**config.mk**
```make
export PLATFORM = sky130hd
export DESIGN_NAME = adder_sum_accumulator
export DESIGN_NICKNAME = d
export VERILOG_FILES = /design/src/rtl/adder_sum_accumulator.sv
export SDC_FILE = /design/constraint.sdc
export NUM_CORES = 1
export LEC_CHECK = 0
export ABC_CLOCK_PERIOD_IN_PS = 2200
export CORE_MARGIN = 4
export CORE_UTILIZATION = 43
export CTS_CLUSTER_SIZE = 8
export DETAILED_ROUTE_END_ITERATION = 7
export GPL_TIMING_DRIVEN = 0
export HOLD_SLACK_MARGIN = 0.08
export MAX_ROUTING_LAYER = met4
export PLACE_DENSITY = 0.76
export SLEW_MARGIN = 20
export SYNTH_ARGS = -nofsm -noshare
export SYNTH_HDL_FRONTEND = slang
export SYNTH_SLANG_ARGS = --single-unit
```
**constraint.sdc**
```tcl
create_clock -name clk -period 2.2 [get_ports clk]
set_input_delay 0.44 -clock clk [delete_from_list [all_inputs] [get_ports clk]]
set_output_delay 0.44 -clock clk [all_outputs]
set_load 0.02 [all_outputs]
```
**src/rtl/adder_sum_accumulator.sv**
```systemverilog
// adder_sum_accumulator: sums COUNT legal adder results per frame and hands the total downstream
// Ports: clk/rst_n (async active-low) | i_in_valid, o_in_ready, i_sum_in: sample input handshake
//        o_out_valid, i_out_ready, o_acc_out: frame total handshake | o_acc_sat: frame saturated
//        o_err_range: one-cycle pulse after an out-of-range sample is discarded
module adder_sum_accumulator #(
  parameter int SUM_W   = 5,
  parameter int ACC_W   = 8,
  parameter int COUNT   = 4,
  parameter int MAX_SUM = 30
) (
  input  logic             clk,
  input  logic             rst_n,
  input  logic             i_in_valid,
  output logic             o_in_ready,
  input  logic [SUM_W-1:0] i_sum_in,
  output logic             o_out_valid,
  input  logic             i_out_ready,
  output logic [ACC_W-1:0] o_acc_out,
  output logic             o_acc_sat,
  output logic             o_err_range
);
  localparam int CNT_W = $clog2(COUNT + 1);
  typedef enum logic {ACCUM, HOLD} state_t;
  state_t           r_state, w_state_nxt;
  logic [CNT_W-1:0] r_cnt, w_cnt_nxt;
  logic [ACC_W-1:0] r_acc, w_acc_nxt;
  logic             r_sat, w_sat_nxt, r_err, w_err_nxt;
  logic [ACC_W:0]   w_sum;
  logic             w_legal;
  // one extra bit so overflow past 2^ACC_W-1 is visible as the carry
  assign w_sum   = {1'b0, r_acc} + (ACC_W+1)'(i_sum_in);
  assign w_legal = i_sum_in <= SUM_W'(MAX_SUM);
  always_comb begin
    w_state_nxt = r_state;
    w_cnt_nxt   = r_cnt;
    w_acc_nxt   = r_acc;
    w_sat_nxt   = r_sat;
    w_err_nxt   = 1'b0;
    if (r_state == HOLD) begin
      if (i_out_ready) begin
        w_state_nxt = ACCUM;
        w_cnt_nxt   = '0;
        w_acc_nxt   = '0;
        w_sat_nxt   = 1'b0;
      end
    end else if (i_in_valid) begin
      if (w_legal) begin
        w_acc_nxt   = w_sum[ACC_W] ? '1 : w_sum[ACC_W-1:0];
        w_sat_nxt   = r_sat | w_sum[ACC_W];
        w_cnt_nxt   = r_cnt + CNT_W'(1);
        w_state_nxt = (r_cnt == CNT_W'(COUNT - 1)) ? HOLD : ACCUM;
      end else begin
        w_err_nxt = 1'b1;
      end
    end
  end
  always_ff @(posedge clk or negedge rst_n) begin
    if (!rst_n) begin
      r_state <= ACCUM;
      r_cnt   <= '0;
      r_acc   <= '0;
      r_sat   <= 1'b0;
      r_err   <= 1'b0;
    end else begin
      r_state <= w_state_nxt;
      r_cnt   <= w_cnt_nxt;
      r_acc   <= w_acc_nxt;
      r_sat   <= w_sat_nxt;
      r_err   <= w_err_nxt;
    end
  end
  assign o_in_ready  = r_state == ACCUM;
  assign o_out_valid = r_state == HOLD;
  assign o_acc_out   = r_acc;
  assign o_acc_sat   = r_sat;
  assign o_err_range = r_err;
endmodule

```
After elaboration in Yosys (flattened, before gate mapping)
Cells that the tools add are included.

Bits in read-only memories: 0. Memories: 0. Memory bits (writable): 0. Output and inout port bits: 12. Latch bits: 0. Bits of input ports: 9. Bits in registers: 14. Word-level logic and storage cells: 36.

Shift-type cells: 0. $mul: 0. Muxes and demuxes: 21. Div/mod/pow operators: 0. Equality and inequality tests: 2. $lt $le $gt $ge: 1. Add/sub/neg operators: 2. Reduce and logical (&&, ||, !) cells: 3. Bitwise operators: 2.

Operators by type and width (count): two-way mux 8 bit (5); two-way mux 1 bit (12); two-way mux 3 bit (4); adder 8 x 5 -> 9 bit (1); less-or-equal comparator 5 bit (second input constant) (1); nonzero test 2 bit (2); adder 3 x 1 -> 3 bit (second input constant) (1); == test 3 x 2 -> 1 bit (second input constant) (1); AND reduction 3 bit (1); != test 2 bit (second input constant) (1); inverter 1 bit (1); OR 1 bit (1).

Longest topological paths before layout
Gate-level depths: netlist of run 1.

Depth in word-level cells: 5. Depth in mapped cells: 6. Mapped depth without buffers: 6.

Worst setup path before layout of run 1
No wires, ideal clock.

Path kind: register to register. Start: reg r_acc[0], in the netlist o_acc_out[0]. End: reg r_acc[5], in the netlist o_acc_out[5]. Cell stages (with the launch flop): 7. Setup time: 0.129 ns. Clock period less this slack: 2.241 ns. Arrival time: 2.111 ns. Path slack: -0.041 ns. Buffers on the path: 0. Required time: 2.071 ns. Path through: dfrtp_1 ha_1 fa_1 a211o_1 a21o_1 nor3b_4 o41a_1.

Word-level cells in the longest chain between the ends: 5.

Ends and longest elaborated chain: start, declared (RTL line 26) `logic [ACC_W-1:0] r_acc, w_acc_nxt;`; start signal, assigned (RTL line 67) `r_acc <= w_acc_nxt;`; adder 8 x 5 -> 9 bit (RTL line 31) `assign w_sum = {1'b0, r_acc} + (ACC_W+1)'(i_sum_in);`; two-way mux 8 bit (RTL line 48) `w_acc_nxt = w_sum[ACC_W] ? '1 : w_sum[ACC_W-1:0];`; two-way mux 8 bit (RTL line 47) `if (w_legal) begin`; two-way mux 8 bit (RTL line 46) `end else if (i_in_valid) begin`; two-way mux 8 bit (RTL line 39) `if (r_state == HOLD) begin`.

Every way passes these cells. The select of a mux whose other input is x is not followed. A chain may end at the register's enable or synchronous reset.

Final worst setup path of run 1
Ends and elaborated chain as after synthesis.

==> summary.txt, run 1 <==
Synthesis
  • Yosys warns: 0
  • Largest family of logic cells by synthesized area: compound AO/OA/AOI/OAI gates
  • Async SR Flop Fraction: 1.000
  • Post-Synth Simple-Gate Area: 0.09853
  • Synth Net Count: 92
  • Netlist cell types: 35
  • Mux cell area share after synthesis: 0
  • Seq cells post-synth: 14
  • Gate Count Post-Synth: 75
  • Top FF cell, synth: dfrtp_1
  • Synth Area in XOR/XNOR: 0.02059
  • Synth Area in Compound Gates: 0.3118
  • Post-synth EDFFs: 0
  • Sequential area share after synthesis: 0.4118
  • Syn_area_per_cell: 11.34 um^2
  • Synth Cell Area: 850.8 um^2
  • Adder-Cell Fraction of Synth Area: 0.1265

Setup path
  • Max stage delay on crit path: 0.44 ns
  • Critical Path Start: o_acc_out[0]
  • Worst R2R Setup Slack: 0.08 ns
  • CP Data Required Time: 2.36 ns
  • Levels on crit path: 6
  • Crit-path slowest cell: dfrtp_2
  • Reg2Reg Depth: 6
  • Critical-path maximum fanout: 7
  • Worst EP arrival: 2.28 ns
  • Crit-path cells: ha_4 -> fa_2 -> a211o_1 -> a21o_1 -> nor3b_4 -> o41a_1
  • Startpoint Class: flip-flop
  • Crit Reg-Reg Startpoint: o_acc_out[0]
  • CP delay by family, top: compound AO/OA/AOI/OAI gates
  • Worst r2r dst: o_acc_out[5]
  • Worst setup path end: o_acc_out[5]
  • Crit end category: flip-flop
  • CP bufs+invs: 0
  • Worst setup path category: reg2reg

STA
  • Fmax: 0.4723 GHz
  • Final Cycle Share: 0.9623
  • RSZ-0062 raised after global routing: false
  • Tightest hold margin: 0.4944 ns
  • Final Setup Violations: 0
  • Slew Viols, Final: 0
  • Post-Route Skew: 0.001871 ns
  • Relative slew slack: 0.5605
  • Final Hold Viols: 0
  • Tmin final: 2.117 ns
  • Slew @ Worst Pin: 0.6572 ns

Routing
  • WL final: 1922 um
  • Wire length per cell: 15.13 um
  • Vias per cell: 5.630
  • Via Count: 715
  • DRC violations left: 0
  • Pre-Repair DR Iteration Count: 6
  • ANT nets after route: 0
  • Starting DRC count in detailed routing: 27

Layout
  • Fillcell total: 145
  • NumNets Final: 120
  • Commonest non-fill, non-tap cells in the layout: clkdlybuf4s50_1 (17), dfrtp_1 (13), a221o_1 (5), ha_1 (5)
  • Commonest non-fill, non-tap cell in the layout: clkdlybuf4s50_1
  • # diodes: 0
  • FF/Latch Area: 351.6 um^2
  • Multi-input gate area: 501.7 um^2
  • Area grow syn2layout: 37.94%
  • Layout cells sized above 1: 0.1961

Clocking
  • CTS tree: yes
  • Clock slew at reported path FFs: 0.09 ns
  • Root Driver: clkbuf_4
  • Clk_lat worst skew: 0.28 ns
  • Clock Path Buffers: 2
  • CTS Buf Count: 3
  • H-tree levels: 1
  • Cts hold-fix bufs: 0
  • Clk sinks: 14

Global route
  • Initial antenna violation count: 0
  • Largest net degree at the start of global routing: 15
  • Gr usage total: 0.1684
  • GR Util met2: 0.2479
  • Vias in the first global route: 725
  • Layer with the highest usage: met2
  • First-pass GRT wire length: 3277 um
  • GR Util met1: 0.2167
  • Gr ovfl total: 0
  • Met3 usage: 0.04843

Floorplanning
  • Core footprint: 1802 um^2
  • Die H: 52.48 um
  • Rows: 15
  • Ports: 21
  • Starting density of the core: 0.4722
  • Die Area: 2754 um^2
  • Chip width: 52.48 um

Placed design
  • Detailed placement HPWL: 1413 um
  • GPL Wtd Cong: 0.7970
  • Buffers on Ports: 20

Outcome
  • Status: finished, final reports clean

Flow run
  • Max Cap Viol: 0

Pwr
  • Cell leakage power: 0.5390 nW
  • Peak VDD IR: 0.7710 mV
  • Tot Pwr: 1.605 mW
  • Pwr/cell area: 1367 nW/um^2

Hold path
  • HP Class: reg2reg
how the worst min path moves through the flow:
stage	start	endpoint	slack, ns	cells past startpoint
3_3_place_gp	o_acc_sat	o_acc_sat	0.48	1
3_5_place_dp	o_acc_sat	o_acc_sat	0.48	1
2_1_floorplan	rst_n	o_acc_out[0]	0.14	0
4_1_cts	o_acc_sat	o_acc_sat	0.50	1
5_1_grt	o_acc_sat	o_acc_sat	0.51	1
6_report	o_acc_sat	o_acc_sat	0.49	1
per-stage QoR:
step                setup slack (ns)    util  cell area [um^2]  TNS (ns)  cells
detailed placement           -0.4966  0.6028              1086    -3.343    120
finish                       0.08292  0.6514              1174         0    127
floorplan                    0.04186       -             854.6         0     75
CTS                         0.006488  0.6403              1154         0    125
global placement             -0.4767  0.6028              1086    -3.133    120
global route                 0.03560  0.6514              1174         0    127
flip-flops by register name (all words and copies together), names as in the netlist:
name         flops
o_acc_out        8
o_acc_sat        1
o_err_range      1
o_out_valid      1
r_cnt            3
metal layers:
| metal | part of all wire | vias to the layer above | wire (um) |
|---|---|---|---|
| met5 | 0 | - | 0 |
| met4 | 0.0057 | 0 | 11 |
| met3 | 0.070 | 2 | 134 |
| met2 | 0.46 | 25 | 893 |
| met1 | 0.46 | 333 | 882 |
| li1 | - | 355 | - |
synth_stat cells (2+ instances only):
cell / number / area, um^2
a211oi_1: 2 / 15.01
a21o_1: 2 / 15.01
a21oi_1: 4 / 20.02
a221o_1: 5 / 50.05
dfrtp_1: 14 / 350.3
ha_1: 7 / 87.58
inv_1: 4 / 15.01
nand2_1: 4 / 15.01
nand3_1: 2 / 10.01
nor2_1: 2 / 7.510
o21a_1: 2 / 15.01
o21ai_0: 3 / 15.01
o41a_1: 2 / 22.52
report_power, final:
part / total (mW) / switching [mW] / leakage (nW) / internal (mW)
Combinational: 0.950 / 0.445 / 0.341 / 0.505
Clock: 0.188 / 0.0873 / 0.0210 / 0.101
Sequential: 0.466 / 0.0986 / 0.177 / 0.368
cell families after synthesis:
family | Yosys count
DFF | 14
xor gates and xnor gates | 2
and+or+nand+nor | 14
buffers and inverters | 5
AOI/OAI and AO/OA | 32
adders and majority gates | 8
what timing repair did:
| action | CTS | global route |
|---|---|---|
| setup endpoints to repair | 7 | 1 |
| gates resized for setup | 4 | 2 |
| pin swaps | 2 | 3 |
| hold endpoints to repair | 0 | 0 |
| setup buffers | 1 | 2 |
| gates cloned | 0 | 0 |
area by class of cell:
type	instances	area share
flip-flops and latches	14	0.2996
well taps	25	0.02665
multi-input cells	56	0.4275
plain buffers	1	0.009595
repair buffers	23	0.1930
clock buffers	4	0.03092
inverters	4	0.01279
No activity file was read; power rests on OpenSTA's default activity.
==> run 2, diff against run 1 <==
--- a/config.mk
+++ b/config.mk
@@ -5,15 +5,17 @@
 export SDC_FILE = /design/constraint.sdc
 export NUM_CORES = 1
 export LEC_CHECK = 0
+export ABC_AREA = 1
 export ABC_CLOCK_PERIOD_IN_PS = 2200
 export CORE_MARGIN = 4
-export CORE_UTILIZATION = 43
+export CORE_UTILIZATION = 44
 export CTS_CLUSTER_SIZE = 8
 export DETAILED_ROUTE_END_ITERATION = 7
 export GPL_TIMING_DRIVEN = 0
 export HOLD_SLACK_MARGIN = 0.08
 export MAX_ROUTING_LAYER = met4
-export PLACE_DENSITY = 0.76
+export PLACE_DENSITY = 0.72
+export REMOVE_ABC_BUFFERS = 1
 export SLEW_MARGIN = 20
 export SYNTH_ARGS = -nofsm -noshare
 export SYNTH_HDL_FRONTEND = slang
==> run 2 against run 1 <==
  * Critical endpoint unchanged
  * Critical path depth up 5
  * Synthesized area rose by 6.0%
  * Sequential share of layout area shrank 0.075 points
  * Setup slack better by 0.11 ns
  * Via count is 9.9% higher
  * Register-to-register slack better by 0.34 ns
  * Sequential power down 2%
  * Sequential cell count stayed put
  * Clock skew increased by 0.015 ns
  * Combinational power decreased by 5.9%
  * Highest routed layer unchanged
  * Core utilization shrank 5.4 points
==> summary.txt, run 2 <==
Outcome
  • Status: finished, final reports clean (unchanged)

Synthesis
  • Top-count cell post-synth: nand2_1 (was dfrtp_1)
  • Post-synth EDFFs: 0 (unchanged)
  • Sequential area share after synthesis: 0.3883 (was 0.4118)
  • Synth Cell Area: 902.1 um^2 (was 850.8 um^2)
  • Async SR Flop Fraction: 1.000 (unchanged)
  • Syn_area_per_cell: 8.592 um^2 (was 11.34 um^2)
  • Largest cells by area after synthesis: dfrtp_1 (39%), nand2_1 (11%), ha_1 (9.7%) (was dfrtp_1 (41%), ha_1 (10%), a221o_1 (5.9%))
  • Top cell type's share of synthesized area: 0.3883 (was 0.4118)
  • Gate Count Post-Synth: 105 (was 75)
  • Netlist cell types: 26 (was 35)
  • Seq cells post-synth: 14 (unchanged)
  • Yosys warns: 0 (unchanged)
  • Top FF cell, synth: dfrtp_1 (unchanged)
  • Post-synth top cells: nand2_1 (27), dfrtp_1 (14), nand3_1 (14) (was dfrtp_1 (14), ha_1 (7), a221o_1 (5))
  • Top cell type by total area after synthesis: dfrtp_1 (unchanged)

STA
  • Tmin final: 2.010 ns (was 2.117 ns)
  • Tightest hold margin: 0.4846 ns (was 0.4944 ns)
  • Slew Viols, Final: 0 (unchanged)
  • Relative slew slack: 0.5692 (was 0.5605)
  • Fmax: 0.4976 GHz (was 0.4723 GHz)
  • RSZ-0062 raised after global routing: false (unchanged)
  • Final Hold Viols: 0 (unchanged)
  • Slew @ Worst Pin: 0.6441 ns (was 0.6572 ns)
  • Final Cycle Share: 0.9134 (was 0.9623)
  • Post-Route Skew: 0.01674 ns (was 0.001871 ns)
  • Final Setup Violations: 0 (unchanged)

Floorplanning
  • Rows: 16 (was 15)
  • Chip width: 53.28 um (was 52.48 um)
  • Die Area: 2839 um^2 (was 2754 um^2)
  • Core footprint: 1962 um^2 (was 1802 um^2)
  • Ports: 21 (unchanged)
  • Die H: 53.28 um (was 52.48 um)
  • Starting density of the core: 0.4598 (was 0.4722)

Clocking
  • Root Driver: clkbuf_4 (unchanged)
  • Post_cts resized: 0 (was 4)
  • CTS tree: yes (unchanged)
  • Post-CTS Setup Repair Bufs: 0 (was 1)
  • Cts hold-fix bufs: 0 (unchanged)
  • Clock Path Buffers: 2 (unchanged)
  • Clock slew at reported path FFs: 0.10 ns (was 0.09 ns)
  • Clk_lat worst skew: 0.29 ns (was 0.28 ns)
  • CTS Buf Count: 3 (unchanged)
  • H-tree levels: 1 (unchanged)
  • Clk sinks: 14 (unchanged)

Global route
  • First-pass GRT wire length: 3525 um (was 3277 um)
  • Initial antenna violation count: 0 (unchanged)
  • Gr usage total: 0.1801 (was 0.1684)
  • Largest net degree at the start of global routing: 15 (unchanged)
  • Gr ovfl total: 0 (unchanged)
  • Vias in the first global route: 788 (was 725)

Setup path
  • Startpoint Class: input port (was flip-flop)
  • Worst r2r dst: o_acc_out[5] (unchanged)
  • Crit end category: flip-flop (unchanged)
  • Reg2Reg Depth: 10 (was 6)
  • Worst EP arrival: 2.20 ns (was 2.28 ns)
  • Critical-path maximum fanout: 7 (unchanged)
  • Crit Reg-Reg Startpoint: o_acc_out[0] (unchanged)
  • CP Data Required Time: 2.39 ns (was 2.36 ns)
  • Worst setup path category: in2reg (was reg2reg)
  • Worst R2R Setup Slack: 0.42 ns (was 0.08 ns)

Layout
  • Number of flip-flops under the largest register name: 8 (unchanged)
  • Fin area: 1172 um^2 (was 1174 um^2)
  • # diodes: 0 (unchanged)
  • Util after Layout: 0.5976 (was 0.6514)
  • NumNets Final: 147 (was 120)
  • Commonest non-fill, non-tap cells in the layout: nand2_1 (27), clkdlybuf4s50_1 (20), nand3_1 (14), dfrtp_1 (14), inv_1 (10) (was clkdlybuf4s50_1 (17), dfrtp_1 (13), a221o_1 (5), ha_1 (5))
  • Area grow syn2layout: 29.96% (was 37.94%)
  • Fillcell total: 189 (was 145)
  • Layout cells sized above 1: 0.1473 (was 0.1961)
  • Final Non-Filler Cells: 156 (was 127)
  • Commonest non-fill, non-tap cell in the layout: nand2_1 (was clkdlybuf4s50_1)

Placed design
  • GPL Wtd Cong: 0.8328 (was 0.7970)
  • # placed instances: 152 (was 120)
  • Placed Area: 1136 um^2 (was 1086 um^2)
  • Buffers on Ports: 20 (unchanged)
  • Detailed placement HPWL: 1544 um (was 1413 um)

Hold path
  • Hold EP: r_cnt[0] (was o_acc_sat)
  • Worst Min Path Start: r_cnt[0] (was o_acc_sat)
  • HP Class: reg2reg (unchanged)
  • Hold path depth: 1 (unchanged)

Routing
  • WL final: 2014 um (was 1922 um)
  • DRC violations left: 0 (unchanged)
  • Pre-Repair DR Iteration Count: 4 (was 6)
  • Wire length per cell: 12.91 um (was 15.13 um)
  • Via Count: 786 (was 715)
  • Vias per cell: 5.038 (was 5.630)
  • ANT nets after route: 0 (unchanged)
  • Starting DRC count in detailed routing: 7 (was 27)

Flow run
  • Max Cap Viol: 0 (unchanged)

Pwr
  • Peak VDD IR: 0.8233 mV (was 0.7710 mV)
  • Cell leakage power: 0.5503 nW (was 0.5390 nW)
  • Pwr/cell area: 1312 nW/um^2 (was 1367 nW/um^2)
-- run 2: cell count changes after synthesis, sizes merged, moves of 2 or more --
| cell | delta |
|---|---|
| nand2 | +27 |
| nand3 | +15 |
| inv | +9 |
| a221o | -5 |
| a21o | -3 |
| a211oi | -2 |
| a31o | -2 |
| a31oi | -2 |
| and3 | -2 |
| o21a | -2 |
| o41a | -2 |
-- run 2: how the worst max path moves through the flow --
stage | endpoint | cells past startpoint | startpoint | slack (ns)
CTS | o_acc_out[5] | 11 | i_sum_in[0] | 0.19
floorplan | o_acc_out[5] | 10 | o_acc_out[0] | 0.44
global route | o_acc_out[5] | 11 | i_sum_in[0] | 0.08
global placement | o_acc_out[5] | 11 | i_sum_in[0] | -0.11
finish | o_acc_out[5] | 11 | i_sum_in[0] | 0.19
detailed placement | o_acc_out[5] | 11 | i_sum_in[0] | -0.12
-- run 2: layout make-up --
| class | instances | area, um^2 | area share |
|---|---|---|---|
| timing repair buffer | 20 | 200.2 | 0.1708 |
| clock buffer | 4 | 36.28 | 0.03095 |
| sequential | 14 | 350.3 | 0.2988 |
| multi-input combinational | 78 | 498.0 | 0.4248 |
| inverter | 13 | 53.80 | 0.04589 |
| tap | 27 | 33.78 | 0.02882 |
-- run 2: worst max-delay path, cell delays in order --
cell             delay [ns]
clkdlybuf4s50_1        0.44
ha_1                   0.26
fa_1                   0.42
nand3_1                0.11
nand3_2                0.09
nand2_2                0.09
nand2_4                0.07
nand3_4                0.11
nand2_1                0.06
inv_1                  0.06
o21ai_2                0.04
-- run 2: routing by layer --
metal	routed length, um	track usage	part of all wire
met1	886	0.2017	0.44
met5	0	-	0
met2	1040	0.3102	0.52
met4	13	0.03830	0.0065
met3	74	0.05915	0.037
-- run 2: power by group --
part,internal [mW],switching (mW),leakage [nW],total (mW)
sequential,0.365,0.0908,0.177,0.455
combinational,0.398,0.496,0.352,0.894
clock,0.101,0.0887,0.0210,0.189
-- run 2: cells by family after synthesis --
family	Yosys count	synth area share
AOI/OAI and AO/OA	14	0.1137
adders and majority gates	8	0.1193
buffers and inverters	13	0.05964
xor gates and xnor gates	1	0.009711
and+or+nand+nor	55	0.3093
DFF	14	0.3884
-- run 2: through the flow --
stage | setup WS [ns] | power [mW] | TNS [ns]
after global placement | -0.1102 | 1.319 | -0.3493
final | 0.1904 | 1.538 | 0
after global routing | 0.07862 | 1.666 | 0
after CTS | 0.1914 | 1.554 | 0
after detailed placement | -0.1173 | 1.353 | -0.4767
after floorplan | 0.4422 | 1.041 | 0
